### config.mk
export PLATFORM = sky130hd
export DESIGN_NAME = id_ex_stage_reg_flat
export DESIGN_NICKNAME = d
export VERILOG_FILES = /design/src/rtl/id_ex_stage_reg_if.sv /design/src/rtl/id_ex_stage_reg.sv /design/src/flat_wrapper.sv
export SDC_FILE = /design/constraint.sdc
export NUM_CORES = 1
export LEC_CHECK = 0
export ABC_AREA = 1
export CAP_MARGIN = 30
export CORE_MARGIN = 3
export CORE_UTILIZATION = 38
export DETAILED_ROUTE_END_ITERATION = 6
export PLACE_DENSITY = 0.78
export SLEW_MARGIN = 20
export SYNTH_ARGS = -nofsm -noshare
export SYNTH_HDL_FRONTEND = slang
export SYNTH_SLANG_ARGS = --single-unit
### constraint.sdc
create_clock -name clk -period 1.5 [get_ports clk]
set_input_delay 0.3 -clock clk [delete_from_list [all_inputs] [get_ports clk]]
set_output_delay 0.3 -clock clk [all_outputs]
set_load 0.03 [all_outputs]
### src/rtl/id_ex_stage_reg_if.sv
// ID/EX payload bundle: decoded instruction fields from ID and their registered EX copy.
// master drives the ID side and observes EX; slave is the pipeline register itself.
interface id_ex_stage_reg_if #(
  parameter int DW = 32,
  parameter int AW = 5
);
  logic          id_valid;
  logic [AW-1:0] id_rs, id_rt, id_rd;
  logic          id_uses_rt;
  logic [DW-1:0] read_data_1, read_data_2, id_imm;
  logic          id_reg_write, id_mem_read, id_mem_write, id_mem_to_reg, id_alu_src, id_reg_dst;
  logic [3:0]    id_alu_op;

  logic          ex_valid;
  logic [AW-1:0] ex_rs, ex_rt, ex_rd;
  logic [DW-1:0] ex_data_1, ex_data_2, ex_imm;
  logic          ex_reg_write, ex_mem_read, ex_mem_write, ex_mem_to_reg, ex_alu_src, ex_reg_dst;
  logic [3:0]    ex_alu_op;

  modport master (
    output id_valid, id_rs, id_rt, id_rd, id_uses_rt, read_data_1, read_data_2, id_imm,
           id_reg_write, id_mem_read, id_mem_write, id_mem_to_reg, id_alu_src, id_reg_dst, id_alu_op,
    input  ex_valid, ex_rs, ex_rt, ex_rd, ex_data_1, ex_data_2, ex_imm,
           ex_reg_write, ex_mem_read, ex_mem_write, ex_mem_to_reg, ex_alu_src, ex_reg_dst, ex_alu_op
  );

  modport slave (
    input  id_valid, id_rs, id_rt, id_rd, id_uses_rt, read_data_1, read_data_2, id_imm,
           id_reg_write, id_mem_read, id_mem_write, id_mem_to_reg, id_alu_src, id_reg_dst, id_alu_op,
    output ex_valid, ex_rs, ex_rt, ex_rd, ex_data_1, ex_data_2, ex_imm,
           ex_reg_write, ex_mem_read, ex_mem_write, ex_mem_to_reg, ex_alu_src, ex_reg_dst, ex_alu_op
  );
endinterface

### src/rtl/id_ex_stage_reg.sv
// ID/EX pipeline register with WB write-through bypass, load-use bubble insertion,
// flush/hold control and a saturating bubble counter.
module id_ex_stage_reg #(
  parameter int DW    = 32,
  parameter int AW    = 5,
  parameter int CNT_W = 16
) (
  input  logic             clk,
  input  logic             rst_n,
  id_ex_stage_reg_if.slave bus,
  input  logic             wb_reg_write,
  input  logic [AW-1:0]    wb_write_reg,
  input  logic [DW-1:0]    wb_write_data,
  input  logic             flush,
  input  logic             ex_hold,
  output logic             stall_if_id,
  output logic [CNT_W-1:0] bubble_count
);

  logic          ex_valid_q;
  logic [AW-1:0] ex_rs_q, ex_rt_q, ex_rd_q;
  logic [DW-1:0] ex_data_1_q, ex_data_2_q, ex_imm_q;
  logic          ex_reg_write_q, ex_mem_read_q, ex_mem_write_q;
  logic          ex_mem_to_reg_q, ex_alu_src_q, ex_reg_dst_q;
  logic [3:0]    ex_alu_op_q;

  logic [DW-1:0] op1, op2;
  logic          load_use, bubble, load;

  // RegFile writes on the edge, so a same-cycle writeback must be forwarded; r0 never is.
  always_comb begin
    op1 = bus.read_data_1;
    op2 = bus.read_data_2;
    if (wb_reg_write && (wb_write_reg != '0) && (wb_write_reg == bus.id_rs))
      op1 = wb_write_data;
    if (wb_reg_write && (wb_write_reg != '0) && (wb_write_reg == bus.id_rt))
      op2 = wb_write_data;
  end

  assign load_use = bus.id_valid & ex_valid_q & ex_mem_read_q & (ex_rt_q != '0) &
                    ((ex_rt_q == bus.id_rs) | (bus.id_uses_rt & (ex_rt_q == bus.id_rt)));
  assign stall_if_id = load_use | ex_hold;

  // Flush beats hold; a load-use bubble only applies when EX is free to advance.
  assign bubble = flush | (~ex_hold & load_use);
  assign load   = ~flush & ~ex_hold & ~load_use;

  always_ff @(posedge clk or negedge rst_n) begin
    if (!rst_n) begin
      ex_rs_q     <= '0;
      ex_rt_q     <= '0;
      ex_rd_q     <= '0;
      ex_data_1_q <= '0;
      ex_data_2_q <= '0;
      ex_imm_q    <= '0;
      ex_alu_op_q <= '0;
    end else if (load) begin
      ex_rs_q     <= bus.id_rs;
      ex_rt_q     <= bus.id_rt;
      ex_rd_q     <= bus.id_rd;
      ex_data_1_q <= op1;
      ex_data_2_q <= op2;
      ex_imm_q    <= bus.id_imm;
      ex_alu_op_q <= bus.id_alu_op;
    end
  end

  // Controls are gated by id_valid so no write-side control is ever live without a valid op.
  always_ff @(posedge clk or negedge rst_n) begin
    if (!rst_n) begin
      ex_valid_q      <= 1'b0;
      ex_reg_write_q  <= 1'b0;
      ex_mem_read_q   <= 1'b0;
      ex_mem_write_q  <= 1'b0;
      ex_mem_to_reg_q <= 1'b0;
      ex_alu_src_q    <= 1'b0;
      ex_reg_dst_q    <= 1'b0;
    end else if (bubble) begin
      ex_valid_q      <= 1'b0;
      ex_reg_write_q  <= 1'b0;
      ex_mem_read_q   <= 1'b0;
      ex_mem_write_q  <= 1'b0;
      ex_mem_to_reg_q <= 1'b0;
      ex_alu_src_q    <= 1'b0;
      ex_reg_dst_q    <= 1'b0;
    end else if (load) begin
      ex_valid_q      <= bus.id_valid;
      ex_reg_write_q  <= bus.id_valid & bus.id_reg_write;
      ex_mem_read_q   <= bus.id_valid & bus.id_mem_read;
      ex_mem_write_q  <= bus.id_valid & bus.id_mem_write;
      ex_mem_to_reg_q <= bus.id_valid & bus.id_mem_to_reg;
      ex_alu_src_q    <= bus.id_valid & bus.id_alu_src;
      ex_reg_dst_q    <= bus.id_valid & bus.id_reg_dst;
    end
  end

  // Only bubbles that displace a real instruction are counted; the counter sticks at all-ones.
  always_ff @(posedge clk or negedge rst_n) begin
    if (!rst_n)
      bubble_count <= '0;
    else if (bubble && bus.id_valid && (bubble_count != '1))
      bubble_count <= bubble_count + 1'b1;
  end

  assign bus.ex_valid      = ex_valid_q;
  assign bus.ex_rs         = ex_rs_q;
  assign bus.ex_rt         = ex_rt_q;
  assign bus.ex_rd         = ex_rd_q;
  assign bus.ex_data_1     = ex_data_1_q;
  assign bus.ex_data_2     = ex_data_2_q;
  assign bus.ex_imm        = ex_imm_q;
  assign bus.ex_reg_write  = ex_reg_write_q;
  assign bus.ex_mem_read   = ex_mem_read_q;
  assign bus.ex_mem_write  = ex_mem_write_q;
  assign bus.ex_mem_to_reg = ex_mem_to_reg_q;
  assign bus.ex_alu_src    = ex_alu_src_q;
  assign bus.ex_reg_dst    = ex_reg_dst_q;
  assign bus.ex_alu_op     = ex_alu_op_q;

endmodule
### src/flat_wrapper.sv
// flat-port wrapper written by rule: the top's interface ports become plain ports
module id_ex_stage_reg_flat 
#(
  parameter int DW    = 32,
  parameter int AW    = 5,
  parameter int CNT_W = 16
)
  (clk, rst_n, wb_reg_write, wb_write_reg, wb_write_data, flush, ex_hold, stall_if_id, bubble_count, bus_id_valid, bus_id_rs, bus_id_rt, bus_id_rd, bus_id_uses_rt, bus_read_data_1, bus_read_data_2, bus_id_imm, bus_id_reg_write, bus_id_mem_read, bus_id_mem_write, bus_id_mem_to_reg, bus_id_alu_src, bus_id_reg_dst, bus_id_alu_op, bus_ex_valid, bus_ex_rs, bus_ex_rt, bus_ex_rd, bus_ex_data_1, bus_ex_data_2, bus_ex_imm, bus_ex_reg_write, bus_ex_mem_read, bus_ex_mem_write, bus_ex_mem_to_reg, bus_ex_alu_src, bus_ex_reg_dst, bus_ex_alu_op);
  id_ex_stage_reg_if #(.DW(DW), .AW(AW)) bus_i ();
  input  logic clk;
  input  logic rst_n;
  input  logic wb_reg_write;
  input  logic [AW-1:0] wb_write_reg;
  input  logic [DW-1:0] wb_write_data;
  input  logic flush;
  input  logic ex_hold;
  output logic stall_if_id;
  output logic [CNT_W-1:0] bubble_count;
  input wire logic [$bits(bus_i.id_valid)-1:0] bus_id_valid;
  input wire logic [$bits(bus_i.id_rs)-1:0] bus_id_rs;
  input wire logic [$bits(bus_i.id_rt)-1:0] bus_id_rt;
  input wire logic [$bits(bus_i.id_rd)-1:0] bus_id_rd;
  input wire logic [$bits(bus_i.id_uses_rt)-1:0] bus_id_uses_rt;
  input wire logic [$bits(bus_i.read_data_1)-1:0] bus_read_data_1;
  input wire logic [$bits(bus_i.read_data_2)-1:0] bus_read_data_2;
  input wire logic [$bits(bus_i.id_imm)-1:0] bus_id_imm;
  input wire logic [$bits(bus_i.id_reg_write)-1:0] bus_id_reg_write;
  input wire logic [$bits(bus_i.id_mem_read)-1:0] bus_id_mem_read;
  input wire logic [$bits(bus_i.id_mem_write)-1:0] bus_id_mem_write;
  input wire logic [$bits(bus_i.id_mem_to_reg)-1:0] bus_id_mem_to_reg;
  input wire logic [$bits(bus_i.id_alu_src)-1:0] bus_id_alu_src;
  input wire logic [$bits(bus_i.id_reg_dst)-1:0] bus_id_reg_dst;
  input wire logic [$bits(bus_i.id_alu_op)-1:0] bus_id_alu_op;
  output wire logic [$bits(bus_i.ex_valid)-1:0] bus_ex_valid;
  output wire logic [$bits(bus_i.ex_rs)-1:0] bus_ex_rs;
  output wire logic [$bits(bus_i.ex_rt)-1:0] bus_ex_rt;
  output wire logic [$bits(bus_i.ex_rd)-1:0] bus_ex_rd;
  output wire logic [$bits(bus_i.ex_data_1)-1:0] bus_ex_data_1;
  output wire logic [$bits(bus_i.ex_data_2)-1:0] bus_ex_data_2;
  output wire logic [$bits(bus_i.ex_imm)-1:0] bus_ex_imm;
  output wire logic [$bits(bus_i.ex_reg_write)-1:0] bus_ex_reg_write;
  output wire logic [$bits(bus_i.ex_mem_read)-1:0] bus_ex_mem_read;
  output wire logic [$bits(bus_i.ex_mem_write)-1:0] bus_ex_mem_write;
  output wire logic [$bits(bus_i.ex_mem_to_reg)-1:0] bus_ex_mem_to_reg;
  output wire logic [$bits(bus_i.ex_alu_src)-1:0] bus_ex_alu_src;
  output wire logic [$bits(bus_i.ex_reg_dst)-1:0] bus_ex_reg_dst;
  output wire logic [$bits(bus_i.ex_alu_op)-1:0] bus_ex_alu_op;
  assign bus_i.id_valid = bus_id_valid;
  assign bus_i.id_rs = bus_id_rs;
  assign bus_i.id_rt = bus_id_rt;
  assign bus_i.id_rd = bus_id_rd;
  assign bus_i.id_uses_rt = bus_id_uses_rt;
  assign bus_i.read_data_1 = bus_read_data_1;
  assign bus_i.read_data_2 = bus_read_data_2;
  assign bus_i.id_imm = bus_id_imm;
  assign bus_i.id_reg_write = bus_id_reg_write;
  assign bus_i.id_mem_read = bus_id_mem_read;
  assign bus_i.id_mem_write = bus_id_mem_write;
  assign bus_i.id_mem_to_reg = bus_id_mem_to_reg;
  assign bus_i.id_alu_src = bus_id_alu_src;
  assign bus_i.id_reg_dst = bus_id_reg_dst;
  assign bus_i.id_alu_op = bus_id_alu_op;
  assign bus_ex_valid = bus_i.ex_valid;
  assign bus_ex_rs = bus_i.ex_rs;
  assign bus_ex_rt = bus_i.ex_rt;
  assign bus_ex_rd = bus_i.ex_rd;
  assign bus_ex_data_1 = bus_i.ex_data_1;
  assign bus_ex_data_2 = bus_i.ex_data_2;
  assign bus_ex_imm = bus_i.ex_imm;
  assign bus_ex_reg_write = bus_i.ex_reg_write;
  assign bus_ex_mem_read = bus_i.ex_mem_read;
  assign bus_ex_mem_write = bus_i.ex_mem_write;
  assign bus_ex_mem_to_reg = bus_i.ex_mem_to_reg;
  assign bus_ex_alu_src = bus_i.ex_alu_src;
  assign bus_ex_reg_dst = bus_i.ex_reg_dst;
  assign bus_ex_alu_op = bus_i.ex_alu_op;
  id_ex_stage_reg #(.DW(DW), .AW(AW), .CNT_W(CNT_W)) u_core (.clk(clk), .rst_n(rst_n), .bus(bus_i), .wb_reg_write(wb_reg_write), .wb_write_reg(wb_write_reg), .wb_write_data(wb_write_data), .flush(flush), .ex_hold(ex_hold), .stall_if_id(stall_if_id), .bubble_count(bubble_count));
endmodule
==> run_results.csv, run 1 <==
group,metric,value,unit
sta,finalHoldViolations,0,
worst_setup_path,reg2regPathDepth,14,
global_routing,overflow,0,
logic_synthesis,synthTopCellsByArea,"dfrtp_1 51%, nand2_1 30%, nand3_1 5.2%, buf_2 2.0%, nand4_1 1.7%",
detailed_routing,dr.pass1.iters,5,
cells_and_area,area_growth,83.5,%
sta,rsz0062_at_grt,"yes",
outcome,status,"finished with violations",
logic_synthesis,yosysTopAreaCell,"dfrtp_1",
cts,htreeDepth,4,
worst_setup_path,crit_top_cell,"nand2_1",
placed_design,port_buffers,303,
detailed_routing,vias,7872,
worst_setup_path,r2r_setup_slack,-0.39,ns
sta,tns,-36.86,ns
logic_synthesis,synth_warnings,0,
global_routing,antenna_found_initial,1,
pwr,clockPowerShare,33.2,%
sta,fin_ws,-0.385,ns
floorplan,core,0.0174,sq mm
logic_synthesis,ys_ff_latch,138,
cells_and_area,n_fill_cell,1298,
placed_design,dp.cells,1481,
sta,slew_violations,0,
worst_setup_path,cp-start-kind,"flip-flop",
sta,finalSetupViolations,140,
cts,clock_latency,0.42,ns
cts,cts_buffers,17,
logic_synthesis,syn_area_per_cell,7.40,sq um
worst_setup_path,cp.arrival,2.24,ns
detailed_routing,wl,27800,microns
logic_synthesis,syn_area,0.00682,sq mm
job,cap_violations,0,
pwr,p_total,0.0130,W
placed_design,hpwl,17500,microns
global_routing,grt_pass1_wl,40200,microns
worst_setup_path,slowest_stage,"dfrtp_2",
outcome,failed_checks,"setup timing",
pwr,intPower,0.00853,W
detailed_routing,drc,0,
detailed_routing,ant_nets,0,
cells_and_area,instances_no_fill,1550,
hold_path,hp-class,"in2reg",
hold_path,hold_path_end,"u_core.bus.ex_rs[0]",
cts,cts_sinks,138,
floorplan,die_x,140,microns
detailed_routing,via_per_inst,5.08,
global_routing,grt_pass1_vias,7635,
detailed_routing,post_drt_wl_per_cell,17.9,microns
detailed_routing,drt-initial-drc-count,422,
pwr,pwr-share-seq,35.7,%
worst_setup_path,cp_max_fo,6,
sta,finalCritPeriodShare,126,%
sta,clock-skew-final,0.00855,ns
pwr,power_switching_share,34.2,%
cells_and_area,drive_above_1_share,33.6,%
sta,max_freq,530,MHz
placed_design,place_congestion,0.904,
global_routing,grtUsageTotal,25.8,%
logic_synthesis,syn_nets,1088,
cells_and_area,layout.nets,1477,
pwr,p_comb_share,31.0,%
worst_setup_path,slowest_delay,0.46,ns
pwr,powerDensity,1040,mW/mm^2
worst_setup_path,worstPathRequired,1.85,ns
sta,layout_min_cycle_time,1.89,ns
cts,cts.clk_slew.worst_paths,0.06,ns
hold_path,holdPathStages,3,
pwr,p_sw,0.00444,W
worst_setup_path,end_kind,"flip-flop",
worst_setup_path,r2r-end,"u_core.bus.ex_reg_dst",
logic_synthesis,syn_inst,922,
floorplan,initial_utilization,39.2,%
worst_setup_path,r2r_start,"u_core.bus.ex_rt[1]",
floorplan,die_area,0.0196,sq mm
worst_setup_path,worstSetupPathType,"reg2reg",
floorplan,rows,48,
hold_path,hold_path_startpoint,"bus_id_rs[0]",
sta,relSlewSlack,71.4,%
worst_setup_path,crit_chain,"inv_2 > nand2_1 > nand2_1 > nor2_1 > nand3_1 > nand2_1 > nand2_2 > buf_6 > nand2_8 > buf_12 > buf_16 > nor2_4 > nand2_1 > nand2_1",
floorplan,io_pins,304,
pwr,power_leakage,6.44,nW
cts,clock-root-buffer,"clkbuf_16",
pwr,irDropWorstVdd,0.762,mV
floorplan,die_y,140,microns
logic_synthesis,yosysTopAreaCellShare,50.6,%
cts,cts_tree,"built",
sta,tightest_slew,0.429,ns
logic_synthesis,yosysUniqueCellTypes,22,
global_routing,grt_start_max_net_pins,37,
logic_synthesis,yosysSeqAreaShare,50.6,%
cts,clock_tree.buffer_depth,2,
-- per-layer routing --
metal  part of all wire [%]  global-route usage [%]  vias up
met5                      0                       0        -
met4                    4.2                    12.1        0
met3                    7.4                    6.25       83
met2                     51                    43.4      429
met1                     37                    31.2     3694
li1                       -                       -     3666
-- logic make-up after synthesis --
| kind of cell | share of synthesized area (%) |
|---|---|
| compound gates | 0.807 |
| xor+xnor | 3.08 |
| fa+ha+maj | 0.183 |
| buf+inv | 5.23 |
| flops | 50.6 |
| simple gates | 40.1 |
-- stage by stage --
step | hold slack, ns | setup slack, ns | area [sq um] | utilization (%)
6_report | 0.292 | -0.385 | 12500 | 71.9
5_1_grt | 0.289 | -0.513 | 12500 | 71.9
4_1_cts | 0.361 | -0.387 | 11800 | 67.6
3_5_place_dp | 0.242 | -0.603 | 10700 | 61.7
3_3_place_gp | 0.241 | -0.552 | 10700 | 61.7
2_1_floorplan | 0.00441 | -0.0969 | 6880 | -
-- cell usage after synthesis (all sizes together) --
| master | instances |
|---|---|
| buf | 39 |
| clkbuf | 7 |
| dfrtp | 138 |
| ha | 1 |
| inv | 22 |
| nand2 | 558 |
| nand3 | 73 |
| nand4 | 18 |
| nor2 | 27 |
| nor3 | 4 |
| o21ai | 11 |
| xnor2 | 12 |
| xor2 | 12 |
-- how the worst max path moves through the flow --
stage	start	end	depth (start not counted)
5_1_grt	u_core.bus.ex_rt[1]	u_core.bus.ex_reg_dst	14
4_1_cts	u_core.bus.ex_rt[0]	stall_if_id	8
3_3_place_gp	bus_id_rs[1]	u_core.bus.ex_imm[20]	13
3_5_place_dp	bus_id_rs[0]	u_core.bus.ex_reg_write	13
2_1_floorplan	u_core.bubble_count[0]	u_core.bubble_count[13]	9
6_report	u_core.bus.ex_rt[1]	u_core.bus.ex_reg_dst	14
-- area by class of cell --
cell class	count	area, sq um	area share, %
Multi-Input combinational cell	717	3760	30.1
Sequential cell	138	3470	27.7
Antenna cell	1	2.50	0.0200
Clock buffer	18	429	3.43
Tap cell	225	282	2.25
Timing Repair inverter	1	20.0	0.160
Timing Repair Buffer	414	4290	34.3
Inverter	22	95.1	0.760
Clock inverter	14	171	1.37
-- power by group through the flow --
stage	clock network [W]	logic (W)	registers, W
global route	0.00454	0.00427	0.00469
global placement	0	0.00372	0.00457
floorplan	0	0.000839	0.00548
finish	0.00431	0.00402	0.00463
CTS	0.00437	0.00370	0.00452
detailed placement	0	0.00377	0.00458
-- cell usage in the layout (no fill, tap or decap), drive strengths merged --
master         netlist  final
nor2                27     27
nand3               73     74
o21ai               11     11
clkbuf               7    100
ha                   1      1
bufinv               0      3
nand4               18     18
buf                 39    119
dlygate4sd3          0      1
clkinvlp             0      3
clkdlybuf4s50        0    159
xnor2               12     12
nor3                 4      4
dfrtp              138    138
clkdlybuf4s15        0     44
inv                 22     25
diode                0      1
clkinv               0      6
xor2                12     12
dlymetal6s2s         0      4
nand2              558    558
dlygate4sd2          0      5
-- worst max-delay path, delay by kind of cell, from the launching register on --
| kind | cells | cell delay [ns] |
|---|---|---|
| flops | 1 | 0.46 |
| buf+inv | 4 | 0.49 |
| simple gates | 10 | 0.85 |
-- timing repair --
item,in CTS,in global routing
resized for setup,238,422
hold buffers,1,0
gates cloned,13,10
endpoints found under the hold margin,29,0
setup buffers,5,12
pin swaps,7,87
setup endpoints to repair,269,237
No activity file was read; power rests on OpenSTA's default activity.
==> run 2, diff against run 1 <==
CORE_AREA = 3 3 117 119   (was unset)
CORE_MARGIN = unset   (was 3)
CORE_UTILIZATION = unset   (was 38)
DIE_AREA = 0 0 120 122   (was unset)
DONT_BUFFER_PORTS = 1   (was unset)
PLACE_DENSITY = 0.72   (was 0.78)
==> run 2 against run 1 <==
Net effect:
- the run ends with hold timing, setup timing left
- fmax shrank 14%
- combinational power shrank 39%
- final area shrank 15%
- largest cell class is now multi-input combinational cells
- highest routed layer unchanged
==> run_results.csv, run 2 (synthesis gave the netlist of run 1 again) <==
group,metric,value,unit
outcome,status,"finished with violations",
outcome,failed_checks,"hold timing, setup timing",
detailed_routing,ant_nets,0,
worst_setup_path,cp-start-kind,"flip-flop",
floorplan,initial_utilization,53.8,%
floorplan,die_x,120,microns
detailed_routing,top_layer_used,"met4",
global_routing,grt_start_max_net_pins,139,
pwr,powerDensity,1170,mW/mm^2
sta,layout_min_cycle_time,2.20,ns
floorplan,die_y,122,microns
cells_and_area,instances_no_fill,1243,
cells_and_area,drive_above_1_share,37.6,%
cts,htreeDepth,4,
detailed_routing,drt-initial-drc-count,861,
global_routing,antenna_found_initial,0,
detailed_routing,wl_met1,9700,microns
detailed_routing,drc,0,
global_routing,grtUsageTotal,33.7,%
sta,clock-skew-final,0.0197,ns
cells_and_area,n_fill_cell,633,
worst_setup_path,cp-endpoint,"stall_if_id",
worst_setup_path,worstSetupPathType,"reg2out",
placed_design,hpwl,14500,microns
cts,clock-root-buffer,"clkbuf_16",
detailed_routing,dr.pass1.iters,6,
cts,cts_tree,"built",
worst_setup_path,r2r-end,"u_core.bus.ex_imm[20]",
detailed_routing,wl_met2,15300,microns
cts,clock_tree.buffer_depth,2,
placed_design,dp.cells,1114,
cts,clock_latency,0.43,ns
pwr,p_total,0.0124,W
sta,slew_violations,0,
global_routing,grt_pass1_vias,7007,
global_routing,overflow,0,
detailed_routing,post_drt_wl_per_cell,24.7,microns
floorplan,die_area,0.0146,sq mm
pwr,irDropWorstVdd,1.00,mV
detailed_routing,wl,30800,microns
worst_setup_path,r2r_start,"u_core.bus.ex_rt[1]",
cells_and_area,final_area,0.0106,sq mm
floorplan,rows,41,
cts,cts_sinks,138,
worst_setup_path,cp_max_fo,6,
detailed_routing,wl_met3,3600,microns
cts,cts_buffers,17,
global_routing,grt_pass1_wl,38000,microns
worst_setup_path,reg2regPathDepth,15,
worst_setup_path,crit_start,"u_core.bus.ex_rt[1]",
sta,rsz0062_at_grt,"yes",
worst_setup_path,r2r_setup_slack,-0.69,ns
detailed_routing,vias,7654,
cells_and_area,antenna-diode-count,0,
sta,max_freq,455,MHz
placed_design,place_congestion,0.933,
worst_setup_path,cp.arrival,1.90,ns
cells_and_area,layout.nets,1224,
sta,relSlewSlack,69.7,%
worst_setup_path,end_kind,"output port",
floorplan,core,0.0127,sq mm
cells_and_area,final_cell_mix,"342 x nand2_1, 136 x nand2_2, 129 x dfrtp_1, 78 x nand2_4, 69 x nand3_1",
sta,fin_ws,-0.697,ns
sta,finalSetupViolations,141,
placed_design,place_area,0.00749,sq mm
sta,finalCritPeriodShare,146,%
sta,holdWs,-0.431,ns
sta,finalHoldViolations,138,
cells_and_area,finish.utilization,83.8,%
cells_and_area,final_common_cell,"nand2_1",
worst_setup_path,worstPathRequired,1.20,ns
pwr,power_leakage,5.64,nW
placed_design,port_buffers,0,
hold_path,hp-class,"in2async",
sta,tightest_slew,0.454,ns
floorplan,io_pins,304,
cells_and_area,area_growth,55.7,%
cts,cts.clk_slew.worst_paths,0.07,ns
job,cap_violations,0,
detailed_routing,via_per_inst,6.16,
run 2: changes by cell type in the layout (fill, tap and decap cells not counted), moves of 5 or more:
cell and delta:
nand2_4 +36, buf_2 -6, dlygate4sd2_1 -5, clkdlybuf4s15_1 -37, nand2_2 +11, clkdlybuf4s15_2 -7
buf_16 +9, buf_12 -14, nand2_1 -47, dlygate4sd3_1 +47, clkdlybuf4s50_1 -159, clkbuf_2 -72
run 2: cell type report:
| type | count | area (sq um) | area share, % |
|---|---|---|---|
| Tap cell | 172 | 215 | 2.03 |
| Clock inverter | 14 | 169 | 1.59 |
| Sequential cell | 138 | 3460 | 32.6 |
| Timing Repair Buffer | 160 | 2100 | 19.8 |
| Timing Repair inverter | 2 | 36.3 | 0.342 |
| Multi-Input combinational cell | 717 | 4090 | 38.5 |
| Inverter | 22 | 109 | 1.02 |
| Clock buffer | 18 | 439 | 4.13 |
run 2: per-layer routing:
| metal | vias to the layer above | GRT usage [%] |
|---|---|---|
| li1 | 3142 | - |
| met1 | 3569 | 38.3 |
| met2 | 731 | 58.4 |
| met3 | 212 | 10.7 |
| met4 | 0 | 15.2 |
| met5 | - | 0 |
run 2: worst max-delay path, cell delays in order (launching register included):
cell and delay [ns]:
dfrtp_2 0.48, inv_2 0.08, nand2_1 0.07, nand2_1 0.06, nor2_1 0.16, nand3_1 0.13, nand2_2 0.12, nand2_2 0.08
buf_6 0.13, nand2_4 0.05, buf_12 0.11
run 2: worst min path at each step:
stage | startpoint | endpoint | slack [ns] | cells past startpoint
2_1_floorplan | rst_n | u_core.bubble_count[0] | 0.004 | 0
3_3_place_gp | rst_n | u_core.bus.ex_data_2[20] | 0.008 | 0
3_5_place_dp | rst_n | u_core.bus.ex_data_1[11] | 0.008 | 0
4_1_cts | rst_n | u_core.bus.ex_data_2[18] | -0.43 | 0
5_1_grt | rst_n | u_core.bus.ex_data_2[1] | -0.45 | 0
6_report | rst_n | u_core.bus.ex_data_2[1] | -0.43 | 0
run 2: where the power goes:
group	switching, W	internal [W]
Sequential	0.00132	0.00418
Combinational	0.00139	0.00106
Clock	0.00179	0.00267
Total	0.00450	0.00790
run 2: repair_timing:
| item | in CTS | in global routing |
|---|---|---|
| buffers inserted | 16 | 13 |
| cloned | 21 | 8 |
| pin swaps | 13 | 90 |
| endpoints found under the setup margin | 138 | 140 |
| resized for setup | 57 | 321 |
| endpoints found under the hold margin | 180 | 144 |
| hold buffers | 42 | 6 |
run 2: through the flow:
stage / setup TNS, ns / worst slack, ns
finish: -76.80 / -0.697
global placement: -7.66 / -0.135
detailed placement: -13.35 / -0.184
global route: -84.05 / -0.744
CTS: -39.84 / -0.467
floorplan: -2.74 / -0.0969
==> run 3, diff against run 2 <==
==> constraint.sdc (replaced) <==
create_clock -name clk -period 1.5 [get_ports clk]
set_input_delay 0.3 -clock clk [delete_from_list [all_inputs] [get_ports clk]]
set_output_delay 0.3 -clock clk [all_outputs]
set_load 0.005 [all_outputs]
==> run 3 against run 2 <==
Net effect:
- the run still ends with hold timing, setup timing left
- power fell by 11%
- combinational power down 31%
- core utilization decreased by 11 points
- sequential share of layout area grew 4.8 points
- non-clock buffer count is 35 lower
- critical path type is now reg2reg
==> run_results.csv, run 3 (synthesis gave the netlist of run 1 again) <==
group,metric,value,unit
outcome,status,"finished with violations",
outcome,failed_checks,"hold timing, setup timing",
cts,clock_latency,0.42,ns
global_routing,grt_start_max_net_pins,139,
worst_setup_path,critical_path_buf_inv_count,4,
hold_path,hp-class,"in2async",
global_routing,overflow,0,
sta,holdWs,-0.431,ns
cells_and_area,finish.utilization,72.9,%
worst_setup_path,crit_chain,"nor2_4 > nand4_1 > nand4_1 > inv_1 > nand2_2 > buf_12 > nand2_8 > buf_12 > buf_6 > nor2_4 > nand2_1 > nand2_1",
floorplan,rows,41,
worst_setup_path,slowest_stage,"dfrtp_2",
floorplan,die_area,0.0146,sq mm
worst_setup_path,slowest_delay,0.46,ns
sta,slew_violations,0,
placed_design,hpwl,14200,microns
sta,finalCritPeriodShare,119,%
detailed_routing,via_per_inst,5.55,
detailed_routing,dr.pass1.iters,5,
placed_design,dp_slack,-0.125,ns
worst_setup_path,cp-start-kind,"flip-flop",
sta,tightest_slew,0.379,ns
sta,max_freq,562,MHz
cells_and_area,n_fill_cell,904,
floorplan,initial_utilization,53.8,%
worst_setup_path,worstPathRequired,1.87,ns
cts,clock-root-buffer,"clkbuf_16",
cts,clock_tree.buffer_depth,2,
floorplan,die_x,120,microns
cts,cts.clk_slew.worst_paths,0.07,ns
worst_setup_path,worstSetupPathType,"reg2reg",
detailed_routing,drc,0,
placed_design,place_area,0.00739,sq mm
cells_and_area,final_common_cell,"nand2_1",
detailed_routing,vias,6703,
pwr,powerDensity,1200,mW/mm^2
detailed_routing,post_drt_wl_per_cell,19.4,microns
cells_and_area,final_cell_mix,"502 x nand2_1, 136 x dfrtp_1, 71 x nand3_1",
global_routing,grtUsageTotal,31.1,%
global_routing,grt_pass1_vias,6411,
pwr,irDropWorstVdd,0.744,mV
detailed_routing,ant_nets,0,
sta,relSlewSlack,74.7,%
sta,finalSetupViolations,140,
sta,finalHoldViolations,139,
worst_setup_path,crit_family,"simple AND/OR/NAND/NOR gates",
worst_setup_path,cp.arrival,2.15,ns
pwr,power_leakage,4.92,nW
cts,htreeDepth,4,
sta,rsz0062_at_grt,"yes",
cells_and_area,final_area,0.00923,sq mm
placed_design,port_buffers,0,
detailed_routing,wl,23500,microns
floorplan,die_y,122,microns
job,cap_violations,0,
floorplan,core,0.0127,sq mm
floorplan,io_pins,304,
global_routing,antenna_found_initial,1,
worst_setup_path,cp_max_fo,8,
worst_setup_path,path_depth,12,
cts,cts_buffers,17,
global_routing,grt_pass1_wl,35200,microns
cells_and_area,layout.nets,1187,
sta,layout_min_cycle_time,1.78,ns
worst_setup_path,reg2regPathDepth,12,
sta,tns,-27.26,ns
sta,fin_ws,-0.281,ns
placed_design,place_congestion,0.905,
sta,clock-skew-final,0.0120,ns
detailed_routing,drt-initial-drc-count,695,
cts,cts_sinks,138,
cells_and_area,area_growth,35.4,%
worst_setup_path,end_kind,"flip-flop",
cells_and_area,drive_above_1_share,18.6,%
cts,cts_tree,"built",
[run 3: changes by cell type in the layout (fill, tap and decap cells not counted), sizes merged]
cell,change
buf,-28
clkbuf,-6
clkinv,-6
inv,+5
bufinv,+2
clkinvlp,-2
dlygate4sd3,-2
diode,+1
[run 3: worst reg2reg max path, cell delays in order, from the launching register on]
cell and delay [ns]:
dfrtp_2 0.46, nor2_4 0.12, nand4_1 0.10, nand4_1 0.09, inv_1 0.05, nand2_2 0.11
buf_12 0.12, nand2_8 0.07, buf_12 0.18, buf_6 0.12, nor2_4 0.15, nand2_1 0.09
nand2_1 0.06
[run 3: routing by layer]
layer	routed length, microns	global-route usage, %	share of wire (%)	vias up
li1	-	-	-	3078
met1	8600	36.6	37	3171
met2	11700	52.2	50	384
met3	2360	11.7	10	70
met4	788	11.5	3.4	0
met5	0	0	0	-
[run 3: area by class of cell]
type	instances	area (sq um)	area share (%)
clock buffer	17	425	4.61
multi-input combinational	717	3300	35.8
sequential	138	3460	37.4
clock inverter	15	234	2.53
tap	172	215	2.33
timing repair buffer	125	1500	16.3
inverter	22	95.1	1.03
antenna	1	2.50	0.0271
[run 3: report_power, final]
| part | leakage [nW] | internal [W] | switching (W) | total [W] |
|---|---|---|---|---|
| registers | 1.73 | 0.00418 | 0.000481 | 0.00466 |
| logic | 2.86 | 0.000790 | 0.000895 | 0.00169 |
| clock network | 0.324 | 0.00299 | 0.00172 | 0.00471 |
[run 3: worst paths after layout]
kind                                         startpoint                       end  slack, ns
worst min-delay path                              rst_n  u_core.bus.ex_data_2[16]      -0.43
min in group clk                           bus_id_rd[1]       u_core.bus.ex_rd[1]          0
worst max-delay path                u_core.bus.ex_rt[1]  u_core.bus.ex_mem_to_reg      -0.28
max in group asynchronous                         rst_n   u_core.bubble_count[12]       1.75
worst min register to register  u_core.bus.ex_data_2[9]   u_core.bus.ex_data_2[9]       0.52
worst max register to register      u_core.bus.ex_rt[1]  u_core.bus.ex_mem_to_reg      -0.28
[run 3: per-stage QoR]
stage | std cells | power [W]
after floorplan | 922 | 0.00542
final | 1207 | 0.0111
after CTS | 1200 | 0.0109
after global placement | 1107 | 0.00591
after detailed placement | 1107 | 0.00595
after global routing | 1207 | 0.0115
[run 3: what timing repair did]
item / in CTS / in global routing
setup buffers: 4 / 6
pin swaps: 13 / 11
gates resized for setup: 39 / 75
hold buffers: 45 / 1
endpoints found under the hold margin: 183 / 139
endpoints found under the setup margin: 138 / 139
gates cloned: 12 / 2
